## config.mk

```make
export PLATFORM = sky130hd
export DESIGN_NAME = fetch_stage
export DESIGN_NICKNAME = d
export VERILOG_FILES = /design/src/rtl/fetch_stage.sv
export SDC_FILE = /design/constraint.sdc
export NUM_CORES = 1
export LEC_CHECK = 0
export BUFFER_PORTS_ARGS = -buffer_cell sky130_fd_sc_hd__buf_2
export CAP_MARGIN = 20
export CORE_ASPECT_RATIO = 1.25
export CORE_MARGIN = 2
export CORE_UTILIZATION = 53
export CTS_CLUSTER_DIAMETER = 60
export CTS_CLUSTER_SIZE = 28
export DETAILED_ROUTE_END_ITERATION = 6
export GPL_ROUTABILITY_DRIVEN = 0
export PLACE_DENSITY = 0.85
export RECOVER_POWER = 50
export SLEW_MARGIN = 20
export SYNTH_ARGS = -nofsm -noshare
export SYNTH_HDL_FRONTEND = slang
export SYNTH_SLANG_ARGS = --single-unit
```

## constraint.sdc

```tcl
create_clock -name clk -period 6.25 [get_ports clk]
set_clock_uncertainty 0.05 [all_clocks]
set_input_delay 1.25 -clock clk [delete_from_list [all_inputs] [get_ports clk]]
set_output_delay 1.25 -clock clk [all_outputs]
set_load 0.02 [all_outputs]
```

## src/rtl/fetch_stage.sv

```systemverilog
// Instruction-fetch stage: program counter, instruction-memory request and the IF/ID register.
// Memory wait states hold the PC and send bubbles into Decode.
module fetch_stage #(
    parameter logic [31:0] RESET_PC  = 32'h0000_0000,
    parameter logic [31:0] NOP_INSTR = 32'h0000_0013
) (
    input  logic        clk,
    input  logic        rst,
    input  logic        StallF,
    input  logic        StallD,
    input  logic        FlushD,
    input  logic [1:0]  PCSrcE,
    input  logic [31:0] PCTargetE,
    input  logic [31:0] ALUResultE,
    output logic        imem_req,
    output logic [31:0] imem_addr,
    input  logic [31:0] imem_rdata,
    input  logic        imem_ready,
    output logic [31:0] PCF,
    output logic [31:0] InstrD,
    output logic [31:0] PCD,
    output logic [31:0] PCPlus4D,
    output logic        ValidD,
    output logic [31:0] FetchCount,
    output logic [31:0] BubbleCount
);

    localparam int unsigned XLEN = 32;

    logic [XLEN-1:0] pc_q;
    logic [XLEN-1:0] instr_q;
    logic [XLEN-1:0] pcd_q;
    logic [XLEN-1:0] pc_plus4d_q;
    logic            valid_q;
    logic [XLEN-1:0] fetch_cnt_q;
    logic [XLEN-1:0] bubble_cnt_q;
    logic [XLEN-1:0] target_c;
    logic [XLEN-1:0] pc_plus4_c;

    // jalr target has bit 0 cleared; encoding 11 behaves like 01
    always_comb begin
        target_c = PCTargetE;
        if (PCSrcE == 2'b10) begin
            target_c = ALUResultE & ~XLEN'(1);
        end
    end

    assign pc_plus4_c = pc_q + XLEN'(4);

    always_ff @(posedge clk) begin
        if (rst) begin
            pc_q         <= RESET_PC;
            instr_q      <= NOP_INSTR;
            pcd_q        <= '0;
            pc_plus4d_q  <= '0;
            valid_q      <= 1'b0;
            fetch_cnt_q  <= '0;
            bubble_cnt_q <= '0;
        end else begin
            // a redirect overrides both the stall and a pending memory wait
            if (PCSrcE != 2'b00) begin
                pc_q <= target_c;
            end else if (!StallF && imem_ready) begin
                pc_q <= pc_plus4_c;
            end

            if (FlushD) begin
                instr_q     <= NOP_INSTR;
                pcd_q       <= '0;
                pc_plus4d_q <= '0;
                valid_q     <= 1'b0;
            end else if (!StallD) begin
                if (!imem_ready) begin
                    instr_q      <= NOP_INSTR;
                    pcd_q        <= '0;
                    pc_plus4d_q  <= '0;
                    valid_q      <= 1'b0;
                    bubble_cnt_q <= bubble_cnt_q + XLEN'(1);
                end else begin
                    instr_q     <= imem_rdata;
                    pcd_q       <= pc_q;
                    pc_plus4d_q <= pc_plus4_c;
                    valid_q     <= 1'b1;
                    fetch_cnt_q <= fetch_cnt_q + XLEN'(1);
                end
            end
        end
    end

    assign imem_req    = !rst;
    assign imem_addr   = pc_q;
    assign PCF         = pc_q;
    assign InstrD      = instr_q;
    assign PCD         = pcd_q;
    assign PCPlus4D    = pc_plus4d_q;
    assign ValidD      = valid_q;
    assign FetchCount  = fetch_cnt_q;
    assign BubbleCount = bubble_cnt_q;

endmodule

```

**Word-level counts from Yosys, hierarchy flattened**

Cells that the tools add are included.

- Bits in registers: 193
- Latch bits: 0
- Memory bits (writable): 0
- Bits in read-only memories: 0
- Bits of input ports: 104
- Output and inout port bits: 226
- Word-level logic and storage cells: 29
- Memories: 0

- Add/subtract/negate cells: 3
- Multiply operators: 0
- Div/mod/pow operators: 0
- Magnitude comparators: 0
- Eq/ne operators: 1
- Shift-type cells: 0
- Muxes and demuxes: 7
- Bitwise gates (word level): 3
- Reductions and logical operators: 8

Operators with widths:

| operator | count |
|---|---|
| $mux W32 | 6 |
| $add A32 B1 Y32 const B | 2 |
| $add A32 B3 Y32 const B | 1 |
| $reduce_and A3 Y1 | 2 |
| $reduce_bool A2 Y1 | 2 |
| $not A1 Y1 | 3 |
| $eq A2 B2 Y1 const B | 1 |
| $logic_not A1 Y1 | 2 |
| $reduce_or A2 Y1 | 1 |
| $logic_and A1 B1 Y1 | 1 |
| $mux W1 | 1 |

**Depth between registers and ports, before layout**

- Depth after elaboration: 4
- Depth in mapped cells: 8
- Mapped depth without buffers: 6

**Worst setup path before layout**

Ideal clock, no wire load.

- Path kind: in2out
- Start: in rst
- End: out imem_req
- Data arrival time: 1855 ps
- Required time: 4950 ps
- Setup slack: 3095 ps
- Stages on the path: 3
- Path buffers: 2
- Cells stage by stage: clkbuf_1 > inv_1 > clkbuf_1

- Word-level cells in the longest chain between the ends: 1

RTL lines:

| what | line | RTL |
|---|---|---|
| from (decl) | 8 | `input logic rst,` |
| $logic_not A1 Y1 | 90 | `assign imem_req = !rst;` |
| to (decl) | 15 | `output logic imem_req,` |

Every way passes these cells.

**Worst setup path after layout**

- Start: in rst
- End: reg fetch_cnt_q[4], in the netlist FetchCount[4]

RTL lines:

| what | line | RTL |
|---|---|---|
| to (signal assigned) | 84 | `fetch_cnt_q <= fetch_cnt_q + XLEN'(1);` |
| to (decl) | 35 | `logic [XLEN-1:0] fetch_cnt_q;` |

No word-level cell between the ends.

==> impl_metrics.ini <==
[route]
drtPass1Iterations = 7
routedWlPerCell_um = 18.6
vias = 8893
drc = 9
drt_iter0_markers = 783
ant_nets = 0
drt_wl_total_um = 28100
vias_per_cell = 5.90

[worst_setup_path]
crit_type = in -> reg
start_kind = primary input
endpoint_kind = flop
required_ns = 6.39
rrSetupSlack_ns = 3.14
cp_data_arrival_time_ns = 4.54
path_max_fanout = 70

[pwr]
clkPwrFrac_pct = 41.0
vdd_drop_max_mv = 0.155
p_seq_share_pct = 48.7
p_sw_share_pct = 27.9
cell_internal_pwr_mw = 1.90
p_per_area_nw_per_um2 = 251
power_leakage_nw = 3.78
power_frac_comb_pct = 10.3
switchingPower_mw = 0.733

[sta]
setup_violations = 0
setup_tns_ns = 0
worst-slew-pin-transition_ns = 3.05
min_period_ns = 4.40
drv_slew = 71
hold_viol = 0
rsz0062_at_grt = no
layout_setup_ws_ns = 1.85
fin_crit_sh_pct = 70.3
max-slew-margin-rel_pct = -103
max_freq_ghz = 0.227

[clock_tree]
cts.repair.resized = 0
cts_buffer_depth = 2
cts-root-buf = clkbuf_16
post_cts_buffers = 0
cts_tree = done
cts_made_buffers = 17
path_clk_slew_ns = 0.07
htreeDepth = 4
clk_latency_ns = 0.43
cts_sinks = 191
hold_buffers = 0

[cells_and_area]
fin_nets = 1385
areaGrowthSynthToFinish_pct = 20.1
antenna_cells = 0
nFillCells = 1516
layout-drive-gt1-share_pct = 14.9

[global_route]
grt_util_met1_pct = 36.9
grt_first_pass_wirelength_um = 43400
antenna_found_initial = 1
grt_max_degree = 79
gr-usage-met2_pct = 53.0
gr-total-overflow = 0
grt_use_total_pct = 30.6
gr-max-usage-layer = met2
met3_usage_pct = 7.48
grt_pass1_vias = 8227

[synthesis]
syn_inst = 1035
syn_avg_cell_area_um2 = 8.44
synth_warnings = 0
synth_common_cells = dfxtp_1, nor2_1, a22oi_1, nand2_1, clkbuf_1
synth_top_area_cell = dfxtp_1
synth_area_leaders = dfxtp_1, a22oi_1, nor2_1, xnor2_1, nand2_1
synth_edf_count = 0
synthArstFlopShare_pct = 0
synth_seq_area_share_pct = 43.8
synth.most_common_cell = dfxtp_1
synth_top_area_share_pct = 43.8
syn-cell-area_um2 = 8730
netlist-cell-type-count = 60
ys_ff_latch = 191
synth_nets = 1142
synth_ff_type = dfxtp_1

[place]
port_buffers = 328
dp_hpwl_um = 19600
place_ws_ns = 2.55

[worst_hold_path]
hold_path_class = reg -> reg

[die]
floorplan.rows = 52
core_area_um2 = 16100
dieArea_um2 = 17500
chipWidth_um = 119
io_pins = 330
initial_core_util_pct = 54.1
die_h_um = 148

[outcome]
status = finished with violations
violations = DRC, capacitance limit, slew limit

[flow_run]
drv_cap = 1
-- layout by cell type, fill, tap and decap left out, types with 6 or more instances in the layout --
cell type / n
buf_4: 7
dfxtp_1: 191
or3_1: 14
o22ai_1: 6
a21oi_1: 43
inv_1: 15
inv_6: 6
nor2_1: 145
nand2_1: 81
o31ai_1: 9
clkbuf_1: 197
a22oi_1: 81
xor2_1: 30
or2_2: 7
or4_1: 6
xnor2_1: 45
and4_1: 12
nor3_1: 21
buf_2: 133
nand3_1: 24
nor4_1: 17
o21ai_0: 50
a211oi_1: 9
nand4_1: 24
and3_1: 17
clkbuf_16: 17
-- through the flow --
step | utilization [%] | instance area (um2) | instances | hold slack (ns) | total power, mW
6_report | 65.0 | 10500 | 1507 | 0.403 | 2.63
5_1_grt | 65.0 | 10500 | 1507 | 0.428 | 2.71
4_1_cts | 66.5 | 10700 | 1507 | 0.404 | 2.64
3_5_place_dp | 63.0 | 10200 | 1475 | 0.388 | 1.58
3_3_place_gp | 63.0 | 10200 | 1475 | 0.376 | 1.58
2_1_floorplan | - | 8730 | 1035 | 0.466 | 1.48
-- critical path, cell delays in order --
cell	delay, ns
clkbuf_1	0.85
clkbuf_1	2.21
nor2_1	0.17
-- cells by family (layout without fill, tap and decap cells) --
family | count (synthesis) | count (layout) | synth area share, %
compound gates | 243 | 243 | 18.8
simple gates | 392 | 392 | 22.0
fa+ha+maj | 3 | 3 | 0.430
xor+xnor | 75 | 75 | 7.52
buf+inv | 127 | 383 | 6.98
flops | 191 | 191 | 43.8
mux | 4 | 4 | 0.458
-- routing by layer --
metal  part of all wire, %  vias to the layer above  wire, um
li1                      -                     4135         -
met1                    39                     4251     10900
met2                    50                      444     14000
met3                   8.8                       61      2460
met4                   2.5                        2       700
met5                 0.043                        -        12
-- area by class of cell --
class | instances | area, um2 | area share (%)
clock buffer | 18 | 429 | 4.09
clock inverter | 14 | 143 | 1.36
inverter | 15 | 56.3 | 0.537
multi-input combinational | 717 | 4310 | 41.1
sequential | 191 | 3820 | 36.5
tap | 216 | 270 | 2.58
timing repair buffer | 336 | 1450 | 13.9
-- power by group through the flow --
| stage | Clock, mW | Combinational, mW | Sequential (mW) |
|---|---|---|---|
| floorplan | 0 | 0.163 | 1.32 |
| global placement | 0 | 0.269 | 1.31 |
| detailed placement | 0 | 0.273 | 1.31 |
| CTS | 1.09 | 0.274 | 1.28 |
| global route | 1.14 | 0.290 | 1.29 |
| finish | 1.08 | 0.270 | 1.28 |
-- registers in the layout, summed over array words and instances, names as in the netlist --
name         cells
PCD             32
FetchCount      32
ValidD           1
InstrD          32
PCF             32
BubbleCount     32
PCPlus4D        30
-- final timing paths --
kind	startpoint	end	cells after the start
worst min register to register	PCPlus4D[11]$_SDFFE_PP0N_	PCPlus4D[11]$_SDFFE_PP0N_	2
worst max-delay path	rst	FetchCount[4]$_SDFFE_PP0P_	3
worst min-delay path	PCPlus4D[11]$_SDFFE_PP0N_	PCPlus4D[11]$_SDFFE_PP0N_	2
worst max register to register	PCF[9]$_SDFFE_PP0P_	PCF[29]$_SDFFE_PP0P_	5
Note: power is estimated with default switching activity, not from simulation.
